**src/rtl/alu_src_seq.sv**
```systemverilog
// Operand-source sequencer: registers ALU mux selects, tracks a stall-aware PC history and
// inserts a flush window after a redirect. Optional trap on illegal operand classes via
// ALU_SRC_SEQ_ILLEGAL_TRAP_EN.
module alu_src_seq #(
  parameter int unsigned REG_LEN      = 32,
  parameter int unsigned FLUSH_CYCLES = 2
) (
  input  logic               clk,
  input  logic               rst_n,
  input  logic [REG_LEN-1:0] pc,
  input  logic               dec_valid,
  input  logic [2:0]         dec_op,
  input  logic               stall,
  input  logic               redirect,
  output logic               alu1_sel,
  output logic [1:0]         alu2_sel,
  output logic [REG_LEN-1:0] ex_pc,
  output logic               ex_valid,
  output logic               flush,
  output logic               illegal
);

  typedef enum logic [1:0] {StIdle, StRun, StFlush} state_e;

  localparam logic [2:0] FlushLoad = 3'(FLUSH_CYCLES - 1);

  state_e             state_q, state_d;
  logic [2:0]         cnt_q, cnt_d;
  logic [REG_LEN-1:0] pc_q1_q, pc_q1_d;
  logic [REG_LEN-1:0] ex_pc_q, ex_pc_d;
  logic               ex_valid_q, ex_valid_d;
  logic               sel1_q, sel1_d;
  logic [1:0]         sel2_q, sel2_d;

  logic               dec_sel1;
  logic [1:0]         dec_sel2;
  logic               dec_bad;
  logic               issue_valid;
  logic               do_issue;
  logic               do_bubble;

  always_comb begin
    dec_sel1 = 1'b0;
    dec_sel2 = 2'd0;
    case (dec_op)
      3'd1:    dec_sel2 = 2'd1;
      3'd2:    begin dec_sel1 = 1'b1; dec_sel2 = 2'd1; end
      3'd3:    begin dec_sel1 = 1'b1; dec_sel2 = 2'd2; end
      3'd4:    dec_sel2 = 2'd1;
      default: ;  // RR, BRANCH and (untrapped) classes 6/7 all use rs1/rs2
    endcase
  end

`ifdef ALU_SRC_SEQ_ILLEGAL_TRAP_EN
  assign dec_bad = dec_op[2] & dec_op[1];
`else
  assign dec_bad = 1'b0;
`endif

  assign issue_valid = dec_valid & ~dec_bad;

  always_comb begin
    state_d    = state_q;
    cnt_d      = cnt_q;
    pc_q1_d    = pc_q1_q;
    ex_pc_d    = ex_pc_q;
    ex_valid_d = ex_valid_q;
    sel1_d     = sel1_q;
    sel2_d     = sel2_q;
    do_issue   = 1'b0;
    do_bubble  = 1'b0;

    case (state_q)
      StIdle: begin
        if (dec_valid) state_d = StRun;
        do_issue = ~stall;
      end
      StRun: begin
        // A redirect overrides a concurrent stall.
        if (redirect && ex_valid_q) begin
          state_d   = StFlush;
          cnt_d     = FlushLoad;
          do_bubble = 1'b1;
        end else begin
          do_issue = ~stall;
        end
      end
      StFlush: begin
        if (cnt_q == 3'd0) begin
          state_d  = StRun;
          do_issue = ~stall;
        end else begin
          cnt_d     = cnt_q - 3'd1;
          do_bubble = 1'b1;
        end
      end
      default: state_d = StIdle;
    endcase

    if (do_issue) begin
      pc_q1_d    = pc;
      ex_pc_d    = pc_q1_q;
      ex_valid_d = issue_valid;
      sel1_d     = issue_valid ? dec_sel1 : 1'b0;
      sel2_d     = issue_valid ? dec_sel2 : 2'd0;
    end else if (do_bubble) begin
      // PC history keeps moving so ex_pc lines up with the refilled pipe.
      pc_q1_d    = pc;
      ex_pc_d    = pc_q1_q;
      ex_valid_d = 1'b0;
      sel1_d     = 1'b0;
      sel2_d     = 2'd0;
    end
  end

  always_ff @(posedge clk or negedge rst_n) begin
    if (!rst_n) begin
      state_q    <= StIdle;
      cnt_q      <= 3'd0;
      pc_q1_q    <= '0;
      ex_pc_q    <= '0;
      ex_valid_q <= 1'b0;
      sel1_q     <= 1'b0;
      sel2_q     <= 2'd0;
    end else begin
      state_q    <= state_d;
      cnt_q      <= cnt_d;
      pc_q1_q    <= pc_q1_d;
      ex_pc_q    <= ex_pc_d;
      ex_valid_q <= ex_valid_d;
      sel1_q     <= sel1_d;
      sel2_q     <= sel2_d;
    end
  end

`ifdef ALU_SRC_SEQ_ILLEGAL_TRAP_EN
  logic illegal_q;

  always_ff @(posedge clk or negedge rst_n) begin
    if (!rst_n) begin
      illegal_q <= 1'b0;
    end else begin
      illegal_q <= do_issue & dec_valid & dec_bad;
    end
  end

  assign illegal = illegal_q;
`else
  assign illegal = 1'b0;
`endif

  assign alu1_sel = sel1_q;
  assign alu2_sel = sel2_q;
  assign ex_pc    = ex_pc_q;
  assign ex_valid = ex_valid_q;
  assign flush    = (state_q == StFlush);

endmodule

```
**config.mk**
```make
export PLATFORM = sky130hd
export DESIGN_NAME = alu_src_seq
export DESIGN_NICKNAME = d
export VERILOG_FILES = /design/src/rtl/alu_src_seq.sv
export SDC_FILE = /design/constraint.sdc
export NUM_CORES = 1
export LEC_CHECK = 0
export BUFFER_PORTS_ARGS = -buffer_cell sky130_fd_sc_hd__clkbuf_2
export CELL_PAD_IN_SITES_DETAIL_PLACEMENT = 1
export CELL_PAD_IN_SITES_GLOBAL_PLACEMENT = 1
export CORE_UTILIZATION = 44
export DETAILED_ROUTE_END_ITERATION = 16
export HOLD_SLACK_MARGIN = 0.02
export PLACE_DENSITY = 0.86
export SYNTH_ARGS = -nofsm -noshare
export SYNTH_HDL_FRONTEND = slang
export SYNTH_SLANG_ARGS = --single-unit
export TNS_END_PERCENT = 30
```
**constraint.sdc**
```tcl
create_clock -name clk -period 2.3 [get_ports clk]
set_input_delay 0.345 -clock clk [delete_from_list [all_inputs] [get_ports clk]]
set_output_delay 0.345 -clock clk [all_outputs]
set_load 0.01 [all_outputs]
```
==> results of run 1 <==
cell families after synthesis:
family	after synthesis
DFF	73
other	1
AOI/OAI and AO/OA	21
xor gates and xnor gates	1
muxes	64
buffers and inverters	16
and+or+nand+nor	17
adders and majority gates	6
metrics by stage:
| stage | utilization (%) | cells | cell area [um^2] | hold slack (ns) | power [W] |
|---|---|---|---|---|---|
| 3_5_place_dp | 51.91 | 373 | 3765 | 0.4924 | 0.005712 |
| 4_1_cts | 54.44 | 389 | 3949 | 0.1473 | 0.006701 |
| 3_3_place_gp | 51.91 | 373 | 3765 | 0.4874 | 0.005537 |
| 5_1_grt | 54.44 | 389 | 3949 | 0.1885 | 0.007032 |
| 6_report | 54.44 | 389 | 3949 | 0.1256 | 0.006593 |
| 2_1_floorplan | - | 199 | 3319 | 0.04941 | 0.005083 |
cell type report:
type                       instances  area (um^2)
clock buffer                       9        123.9
clock inverter                     7        60.06
fill                             756         3304
inverter                           7        26.28
multi-input combinational        110         1308
sequential                        73         1827
tap                               99        123.9
timing repair buffer              84        480.5
state kept, by name, summed over array words and instances (netlist names):
| name | cells |
|---|---|
| ex_valid | 1 |
| ex_pc | 32 |
| alu1_sel | 1 |
| alu2_sel | 2 |
| state_q | 2 |
| pc_q1_q | 32 |
| cnt_q | 3 |
worst max path at each step:
stage / endpoint / startpoint / slack (ns)
floorplan: ex_pc[0] / state_q[0] / 0.11
global placement: pc_q1_q[19] / cnt_q[0] / 0.18
detailed placement: pc_q1_q[10] / cnt_q[0] / 0.13
CTS: pc_q1_q[26] / cnt_q[0] / 0.11
global route: pc_q1_q[26] / cnt_q[0] / 0.01
finish: pc_q1_q[26] / cnt_q[0] / 0.12
power by group:
group	switching, W	internal [W]
Clock	0.000534	0.000410
Sequential	0.000405	0.00196
Combinational	0.00128	0.00201
cell usage in the layout (no fill, tap or decap), types with 2 or more instances in the layout:
cell type and n:
nand2_1 3, buf_12 3, o41ai_1 2, clkbuf_2 75, dfrtp_1 73, buf_4 6
or3_1 2, nand3_1 4, nor2_1 3, inv_1 7, mux2_2 4, o21ai_0 7
inv_6 3, clkinvlp_4 3, clkbuf_8 9, ha_1 6, mux2_4 60, a22o_1 2
cell usage after synthesis (all sizes together):
| master | instances |
|---|---|
| dfrtp | 73 |
| mux2 | 64 |
| buf | 9 |
| inv | 7 |
| o21ai | 7 |
| ha | 6 |
| nand3 | 4 |
| a22o | 3 |
| nand2 | 3 |
| nor2 | 3 |
| o31ai | 2 |
| o41ai | 2 |
| or3 | 2 |
| a21boi | 1 |
| a22oi | 1 |
| a31oi | 1 |
| and2 | 1 |
| and2b | 1 |
| and3b | 1 |
| and4 | 1 |
| conb | 1 |
| o211ai | 1 |
| o21a | 1 |
| o21bai | 1 |
| o22ai | 1 |
| or2b | 1 |
| xor2 | 1 |
per-layer routing:
| layer | up-vias | global-route usage, % |
|---|---|---|
| met5 | - | 0 |
| met4 | 0 | 7.478 |
| met3 | 10 | 5.131 |
| met2 | 55 | 26.71 |
| met1 | 954 | 21.89 |
| li1 | 877 | - |
==> reports/results.txt, run 1 <==
status -> finished clean
CP Data Required Time -> 2.53 ns
met3 wire len -> 303 um
Worst Path Buf+Inv -> 2
DR top layer -> met4
H-tree Lvls -> 3
CORE AREA -> 0.007253 mm^2
post-synthesis mux area share -> 28.50%
TritonRoute pass-1 iters -> 4
hold_buf cts -> 0
Crit Path Class -> flop to flop
Pwr Density -> 1670 mW/mm^2
1st-iter DRT viols -> 50
Avg Cell Area, Syn -> 16.68 um^2
DP Worst Slack -> 0.1252 ns
setup TNS -> 0 ns
Via Count -> 1,896
Skew-Pair Late Insertion Delay -> 0.35 ns
Cell Chain, Critical Path -> inv_1 -> ha_1 -> or2b_1 -> a31oi_2 -> and2_4 -> buf_4 -> mux2_4
Root Driver -> clkbuf_8
Synth Warn # -> 0
GR Util All Layers -> 17.04%
Reg clk slew, reported paths -> 0.08 ns
Inserted Diodes -> 0
maximum VDD drop -> 0.5609 mV
first-pass GRT wire length -> 9818 um
vias in the first global route -> 1,984
worst endpoint data arrival time -> 2.40 ns
Final Hold Viols -> 0
Min-Delay Path Class -> primary input to async pin
worst reg-to-reg setup slack -> 0.12 ns
Final Max Tran Viols -> 0
Cell variety after synth -> 32
Area growth syn-to-layout -> 18.96%
antenna violations before repair -> 0
GP Congestion -> 0.7277
Final WS setup -> 0.1235 ns
FF-to-FF Start -> cnt_q[0]
Worst setup EP type -> flop
CP max-delay cell -> dfrtp_1
Top Ports -> 78
largest family of logic cells by synthesized area -> multiplexers
die width -> 88.86 um
DR DRC count -> 0
CP max stage delay -> 0.38 ns
Detailed Place HPWL -> 4395 um
leakage power -> 2.026 nW
simple-gate share of the synthesized area -> 2.940%
WL met2 -> 2923 um
dominant cell type by area after synthesis -> dfrtp_1
minimum clock period after layout -> 2.176 ns
Die Span Y -> 88.86 um
CP Max Fanout -> 10
Worst R2R End -> pc_q1_q[26]
Final setup viols -> 0
Top delay family on crit path -> simple AND/OR/NAND/NOR gates
largest cells by area after synthesis -> dfrtp_1, mux2_4, buf_12
clk buf depth -> 2
full die area -> 0.007895 mm^2
Final #Nets -> 331
Final ANT Viol Nets -> 0
Final Cycle Share -> 94.63%
Syn Inst Count -> 199
Synth top area share -> 55.03%
syn_nets -> 245
Levels on crit path -> 7
MaxCap Viol Count -> 0
PostCTS Resize Cnt -> 0
Worst Clk Skew -> 0.01555 ns
Initial Util -> 45.77%
CTS tree -> built
worst-margin pin slew -> 0.8988 ns
largest net degree at the start of global routing -> 74
Seq/Total Area, Yosys -> 55.03%
Critical Path Start Type -> flop
Synth Area in Adders -> 2.262%
Buffers on Ports -> 76
Avg WL per Cell -> 15.74 um
Worst Reg-to-Reg Cells -> 7
Met1 Wirelength -> 2805 um
fraction of layout cells with a size suffix above 1 -> 58.62%
Inserted Clock Buffers -> 9
Max Clk Rate -> 459.5 MHz
Synth Area in Compound Gates -> 5.315%
clock sinks -> 73
FF+latch count, synth -> 73
setup bufs post-CTS -> 0
Row Count -> 31
grt ovf -> 0
Synth Area in XOR/XNOR -> 0.2639%
Mapped Area -> 0.003319 mm^2
RSZ-0062 raised after global routing -> false
Max-slew headroom -> 40.08%
vias per cell -> 4.874
routed wire length -> 6122 um
(Power assumes the default switching activity.)
==> run 2: changes to the inputs <==
--- a/config.mk
+++ b/config.mk
@@ -8,10 +8,11 @@
 export BUFFER_PORTS_ARGS = -buffer_cell sky130_fd_sc_hd__clkbuf_2
 export CELL_PAD_IN_SITES_DETAIL_PLACEMENT = 1
 export CELL_PAD_IN_SITES_GLOBAL_PLACEMENT = 1
-export CORE_UTILIZATION = 44
+export CORE_UTILIZATION = 46
+export CTS_BUF_LIST = sky130_fd_sc_hd__clkbuf_2
 export DETAILED_ROUTE_END_ITERATION = 16
 export HOLD_SLACK_MARGIN = 0.02
-export PLACE_DENSITY = 0.86
+export PLACE_DENSITY = 0.89
 export SYNTH_ARGS = -nofsm -noshare
 export SYNTH_HDL_FRONTEND = slang
 export SYNTH_SLANG_ARGS = --single-unit
==> reports/results.txt, run 2 (synthesis gave the netlist of run 1 again) <==
routed wire length -> 6226 um (was 6122 um)
total power draw -> 0.006299 W (was 0.006593 W)
Reg clk slew, reported paths -> 0.19 ns (was 0.08 ns)
Final Cycle Share -> 94.57% (was 94.63%)
CTS tree -> built (unchanged)
Psw -> 0.002144 W (was 0.002216 W)
internal power -> 0.004155 W (was 0.004377 W)
placed cells -> 370 (was 373)
Max-slew headroom -> 39.27% (was 40.08%)
Final Hold Viols -> 0 (unchanged)
Final ANT Viol Nets -> 0 (unchanged)
full die area -> 0.007559 mm^2 (was 0.007895 mm^2)
GP Congestion -> 0.8192 (was 0.7277)
Area growth syn-to-layout -> 16.51% (was 18.96%)
DR DRC count -> 0 (unchanged)
maximum VDD drop -> 0.5716 mV (was 0.5609 mV)
leakage power -> 2.009 nW (was 2.026 nW)
GR Util All Layers -> 18.18% (was 17.04%)
die width -> 86.95 um (was 88.86 um)
setup TNS -> 0 ns (unchanged)
global routing's busiest layer -> met2 (unchanged)
Min-Delay Path Class -> primary input to flop (was primary input to async pin)
Via Count -> 1,910 (was 1,896)
Buffers on Ports -> 76 (unchanged)
Avg WL per Cell -> 16.09 um (was 15.74 um)
minimum clock period after layout -> 2.175 ns (was 2.176 ns)
clk buf depth -> 2 (unchanged)
CP Data Required Time -> 2.68 ns (was 2.53 ns)
Inserted Diodes -> 0 (unchanged)
met1 Usage GRT -> 22.81% (was 21.89%)
status -> finished clean (unchanged)
Detailed Place HPWL -> 4503 um (was 4395 um)
fraction of layout cells with a size suffix above 1 -> 58.08% (was 58.62%)
Combinational Power Share -> 53.8% (was 49.8%)
clock sinks -> 73 (unchanged)
antenna violations before repair -> 0 (unchanged)
grt met3 use -> 4.550% (was 5.131%)
CORE AREA -> 0.006869 mm^2 (was 0.007253 mm^2)
Crit Path Class -> flop to flop (unchanged)
largest net degree at the start of global routing -> 74 (unchanged)
MaxCap Viol Count -> 0 (unchanged)
Initial Util -> 48.32% (was 45.77%)
grt ovf -> 0 (unchanged)
RSZ-0062 raised after global routing -> false (unchanged)
commonest non-fill, non-tap cell in the layout -> clkbuf_2 (unchanged)
vias per cell -> 4.935 (was 4.874)
sequential share of power -> 37.3% (was 35.9%)
Worst setup EP type -> flop (unchanged)
# fillers -> 708 (was 756)
worst-margin pin slew -> 0.9109 ns (was 0.8988 ns)
first-pass GRT wire length -> 10,270 um (was 9818 um)
Inserted Clock Buffers -> 9 (unchanged)
Worst Clk Skew -> 0.02092 ns (was 0.01555 ns)
Pwr Density -> 1629 mW/mm^2 (was 1670 mW/mm^2)
final std cells w/o fill -> 387 (was 389)
Top Ports -> 78 (unchanged)
1st-iter DRT viols -> 60 (was 50)
Final #Nets -> 333 (was 331)
CP Max Fanout -> 7 (was 10)
TritonRoute pass-1 iters -> 2 (was 4)
Final setup viols -> 0 (unchanged)
Skew-Pair Late Insertion Delay -> 0.48 ns (was 0.35 ns)
H-tree Lvls -> 3 (unchanged)
Row Count -> 30 (was 31)
Root Driver -> clkbuf_2 (was clkbuf_8)
worst endpoint data arrival time -> 2.55 ns (was 2.40 ns)
Die Span Y -> 86.95 um (was 88.86 um)
M2 GR Usage -> 29.92% (was 26.71%)
final core utilization -> 56.30% (was 54.44%)
most frequent cells in the layout -> clkbuf_2, dfrtp_1, mux2_4 (unchanged)
Switching Fraction -> 34.03% (was 33.61%)
Max Clk Rate -> 459.8 MHz (was 459.5 MHz)
vias in the first global route -> 2,071 (was 1,984)
Critical Path Start Type -> flop (unchanged)
Final Max Tran Viols -> 0 (unchanged)
Clk pwr share -> 9.0% (was 14.3%)
run 2: cell count changes in the layout (fill, tap and decap cells not counted):
cell           change
buf_12             +1
clkbuf_2          +11
clkinvlp_4         -2
inv_8              -1
dlygate4sd3_1      +1
clkbuf_8           -9
inv_6              -3
clkinv_1           +1
clkinv_2           +2
run 2: layout make-up:
cell class	instances	area (um^2)	share of cell area, %
tap	96	120.1	3.106
multi-input combinational	110	1308	33.81
clock buffer	11	55.05	1.423
sequential	73	1827	47.23
timing repair buffer	86	510.5	13.20
inverter	7	26.28	0.6794
clock inverter	4	21.27	0.5500
run 2: stage by stage:
stage	instance area, um^2	hold slack, ns	setup slack (ns)
finish	3867	0.07019	0.1250
global route	3867	0.02945	0.006475
CTS	3860	0.03151	0.1096
detailed placement	3774	0.4922	0.1358
global placement	3774	0.4842	0.2370
floorplan	3319	0.04941	0.1115
run 2: critical path: stages, from the launching register on:
cell and delay (ns):
dfrtp_1 0.42, inv_1 0.11, ha_1 0.23, or2b_1 0.30, a31oi_2 0.22, and2_4 0.26, buf_4 0.21, mux2_4 0.31
run 2: layer usage:
metal | share of wire, % | up-vias | wire length (um)
met1 | 44 | 974 | 2728
li1 | - | 874 | -
met4 | 1.6 | 0 | 97
met2 | 50 | 52 | 3118
met3 | 4.5 | 10 | 282
met5 | 0 | - | 0
run 2: final timing paths:
check	slack, ns	cells after the start	to	startpoint
max	0.12	7	pc_q1_q[15]	cnt_q[0]
min	0.07	2	pc_q1_q[21]	pc[21]
max reg2reg	0.12	7	pc_q1_q[15]	cnt_q[0]
min reg2reg	0.51	1	ex_pc[23]	pc_q1_q[23]
max in group asynchronous	1.19	2	ex_pc[26]	rst_n
min in group asynchronous	0.49	2	ex_pc[21]	rst_n
run 2: power groups by stage:
stage / Sequential (W) / Combinational, W / Clock, W
after floorplan: 0.00243 / 0.00265 / 0
after global placement: 0.00233 / 0.00323 / 0
after detailed placement: 0.00238 / 0.00340 / 0
after CTS: 0.00236 / 0.00342 / 0.000590
after global routing: 0.00243 / 0.00364 / 0.000642
final: 0.00235 / 0.00339 / 0.000565
run 2: timing repair:
action,in CTS,in global routing
hold buffers,1,0
hold endpoints to repair,73,0
setup endpoints to repair,0,1
resized for setup,0,0
setup buffers,0,1
==> run 3: changes to the inputs <==
--- a/config.mk
+++ b/config.mk
@@ -13,6 +13,7 @@
 export DETAILED_ROUTE_END_ITERATION = 16
 export HOLD_SLACK_MARGIN = 0.02
 export PLACE_DENSITY = 0.89
+export RECOVER_POWER = 100
 export SYNTH_ARGS = -nofsm -noshare
 export SYNTH_HDL_FRONTEND = slang
 export SYNTH_SLANG_ARGS = --single-unit
==> constraint.sdc (replaced) <==
create_clock -name clk -period 2.3 [get_ports clk]
set_input_delay 0.345 -clock clk [delete_from_list [all_inputs] [get_ports clk]]
set_output_delay 0.345 -clock clk [all_outputs]
set_load 0.1 [all_outputs]
==> reports/results.txt, run 3 (synthesis gave the netlist of run 1 again) <==
Buffers on Ports -> 76 (unchanged)
Final Cycle Share -> 94.66% (was 94.57%)
CP max-delay cell -> dfrtp_1 (unchanged)
Final WS setup -> 0.1229 ns (was 0.1250 ns)
Met1 Wirelength -> 2779 um (was 2728 um)
worst-margin pin slew -> 1.008 ns (was 0.9109 ns)
Critical Path Start Type -> flop (unchanged)
Cell Chain, Critical Path -> inv_1 -> ha_1 -> and4_1 -> a31oi_1 -> and2_4 -> buf_2 -> mux2_4 (was inv_1 -> ha_1 -> or2b_1 -> a31oi_2 -> and2_4 -> buf_4 -> mux2_4)
Worst Clk Skew -> 0.01743 ns (was 0.02092 ns)
minimum clock period after layout -> 2.177 ns (was 2.175 ns)
# fillers -> 724 (was 708)
PostCTS Resize Cnt -> 0 (unchanged)
Final Hold Viols -> 0 (unchanged)
Row Count -> 30 (unchanged)
clk buf depth -> 2 (unchanged)
Reg clk slew, reported paths -> 0.20 ns (was 0.19 ns)
largest net degree at the start of global routing -> 43 (was 74)
CTS tree -> built (unchanged)
Via Count -> 1,922 (was 1,910)
worst endpoint data arrival time -> 2.58 ns (was 2.55 ns)
commonest non-fill, non-tap cell in the layout -> clkbuf_2 (unchanged)
vias per cell -> 4.854 (was 4.935)
CP max stage delay -> 0.44 ns (was 0.42 ns)
Top Ports -> 78 (unchanged)
DR top layer -> met4 (unchanged)
CP Max Fanout -> 7 (unchanged)
Worst Path Buf+Inv -> 2 (unchanged)
met3 wire len -> 273 um (was 282 um)
clock sinks -> 73 (unchanged)
Final ANT Viol Nets -> 0 (unchanged)
RSZ-0062 raised after global routing -> false (unchanged)
status -> finished clean (unchanged)
Die Span Y -> 86.95 um (unchanged)
design area -> 0.003791 mm^2 (was 0.003867 mm^2)
final core utilization -> 55.19% (was 56.30%)
Inserted Clock Buffers -> 9 (unchanged)
Max Clk Rate -> 459.3 MHz (was 459.8 MHz)
GP Congestion -> 0.7401 (was 0.8192)
Max-slew headroom -> 32.77% (was 39.27%)
Initial Util -> 48.32% (unchanged)
placed cell area -> 0.003767 mm^2 (was 0.003774 mm^2)
full die area -> 0.007559 mm^2 (unchanged)
Detailed Place HPWL -> 4466 um (was 4503 um)
Root Driver -> clkbuf_2 (unchanged)
CP Data Required Time -> 2.70 ns (was 2.68 ns)
GR Util All Layers -> 18.52% (was 18.18%)
Top delay family on crit path -> simple AND/OR/NAND/NOR gates (unchanged)
WL met2 -> 3134 um (was 3118 um)
Skew-Pair Late Insertion Delay -> 0.50 ns (was 0.48 ns)
CORE AREA -> 0.006869 mm^2 (unchanged)
DR DRC count -> 0 (unchanged)
TritonRoute pass-1 iters -> 4 (was 2)
DP Worst Slack -> 0.1382 ns (was 0.1358 ns)
Final setup viols -> 0 (unchanged)
antenna violations before repair -> 0 (unchanged)
die width -> 86.95 um (unchanged)
Area growth syn-to-layout -> 14.21% (was 16.51%)
routed wire length -> 6279 um (was 6226 um)
Avg WL per Cell -> 15.86 um (was 16.09 um)
most frequent cells in the layout -> clkbuf_2, dfrtp_1, mux2_1 (was clkbuf_2, dfrtp_1, mux2_4)
Final Max Tran Viols -> 0 (unchanged)
1st-iter DRT viols -> 47 (was 60)
Worst setup EP type -> flop (unchanged)
first-pass GRT wire length -> 10,450 um (was 10,270 um)
vias in the first global route -> 2,031 (was 2,071)
Min-Delay Path Class -> primary input to flop (unchanged)
Final #Nets -> 341 (was 333)
grt ovf -> 0 (unchanged)
H-tree Lvls -> 3 (unchanged)
fraction of layout cells with a size suffix above 1 -> 39.00% (was 58.08%)
Inserted Diodes -> 0 (unchanged)
MaxCap Viol Count -> 0 (unchanged)
setup TNS -> 0 ns (unchanged)
Crit Path Class -> flop to flop (unchanged)
run 3: cell types whose count changed in the layout (fill, tap and decap cells not counted), sizes merged:
cell         delta
inv             +1
clkbuf          +3
buf             -6
bufinv          +2
dlygate4sd3     +9
run 3: cell type report:
class	count	area (um^2)	share of cell area [%]
flip-flops and latches	73	1827	48.18
multi-input cells	110	1130	29.80
repair buffers	94	549.3	14.49
well taps	96	120.1	3.168
clock inverters	7	93.84	2.475
clock buffers	9	45.04	1.188
inverters	7	26.28	0.6931
run 3: timing repair:
action                                  in CTS  in global routing
setup buffers                                0                  1
endpoints found under the setup margin       0                  1
hold buffers                                 9                  1
endpoints found under the hold margin       40                  1
run 3: final timing paths:
check,start,end,slack (ns),cells after the start
max,state_q[0],pc_q1_q[28],0.12,7
min,pc[25],pc_q1_q[25],0.05,2
max reg2reg,state_q[0],pc_q1_q[28],0.12,7
min reg2reg,pc_q1_q[8],pc_q1_q[8],0.52,1
max in group asynchronous,rst_n,ex_pc[3],0.39,3
min in group asynchronous,rst_n,pc_q1_q[23],0.44,2
run 3: worst register-to-register path, delay by kind of cell (launching register included):
kind                       cells  cell delay, ns
DFF                            1            0.44
buffers and inverters          2            0.38
AOI/OAI and AO/OA              1            0.17
muxes                          1            0.33
adders and majority gates      1            0.33
and+or+nand+nor                2            0.46
run 3: metal layers:
metal / global-route usage [%] / vias to the layer above
li1: - / 888
met1: 25.25 / 969
met2: 28.99 / 56
met3: 3.602 / 9
met4: 7.727 / 0
met5: 0 / -
run 3: per-stage QoR:
stage,hold WS [ns],cells
after floorplan,0.04941,199
after global placement,0.3089,369
after detailed placement,0.3194,369
after CTS,0.02063,394
after global routing,0.01079,396
final,0.05014,396
Power of run 3 is not shown: default switching activity piles up to over one toggle a cycle in this logic, so the estimate is an artifact.
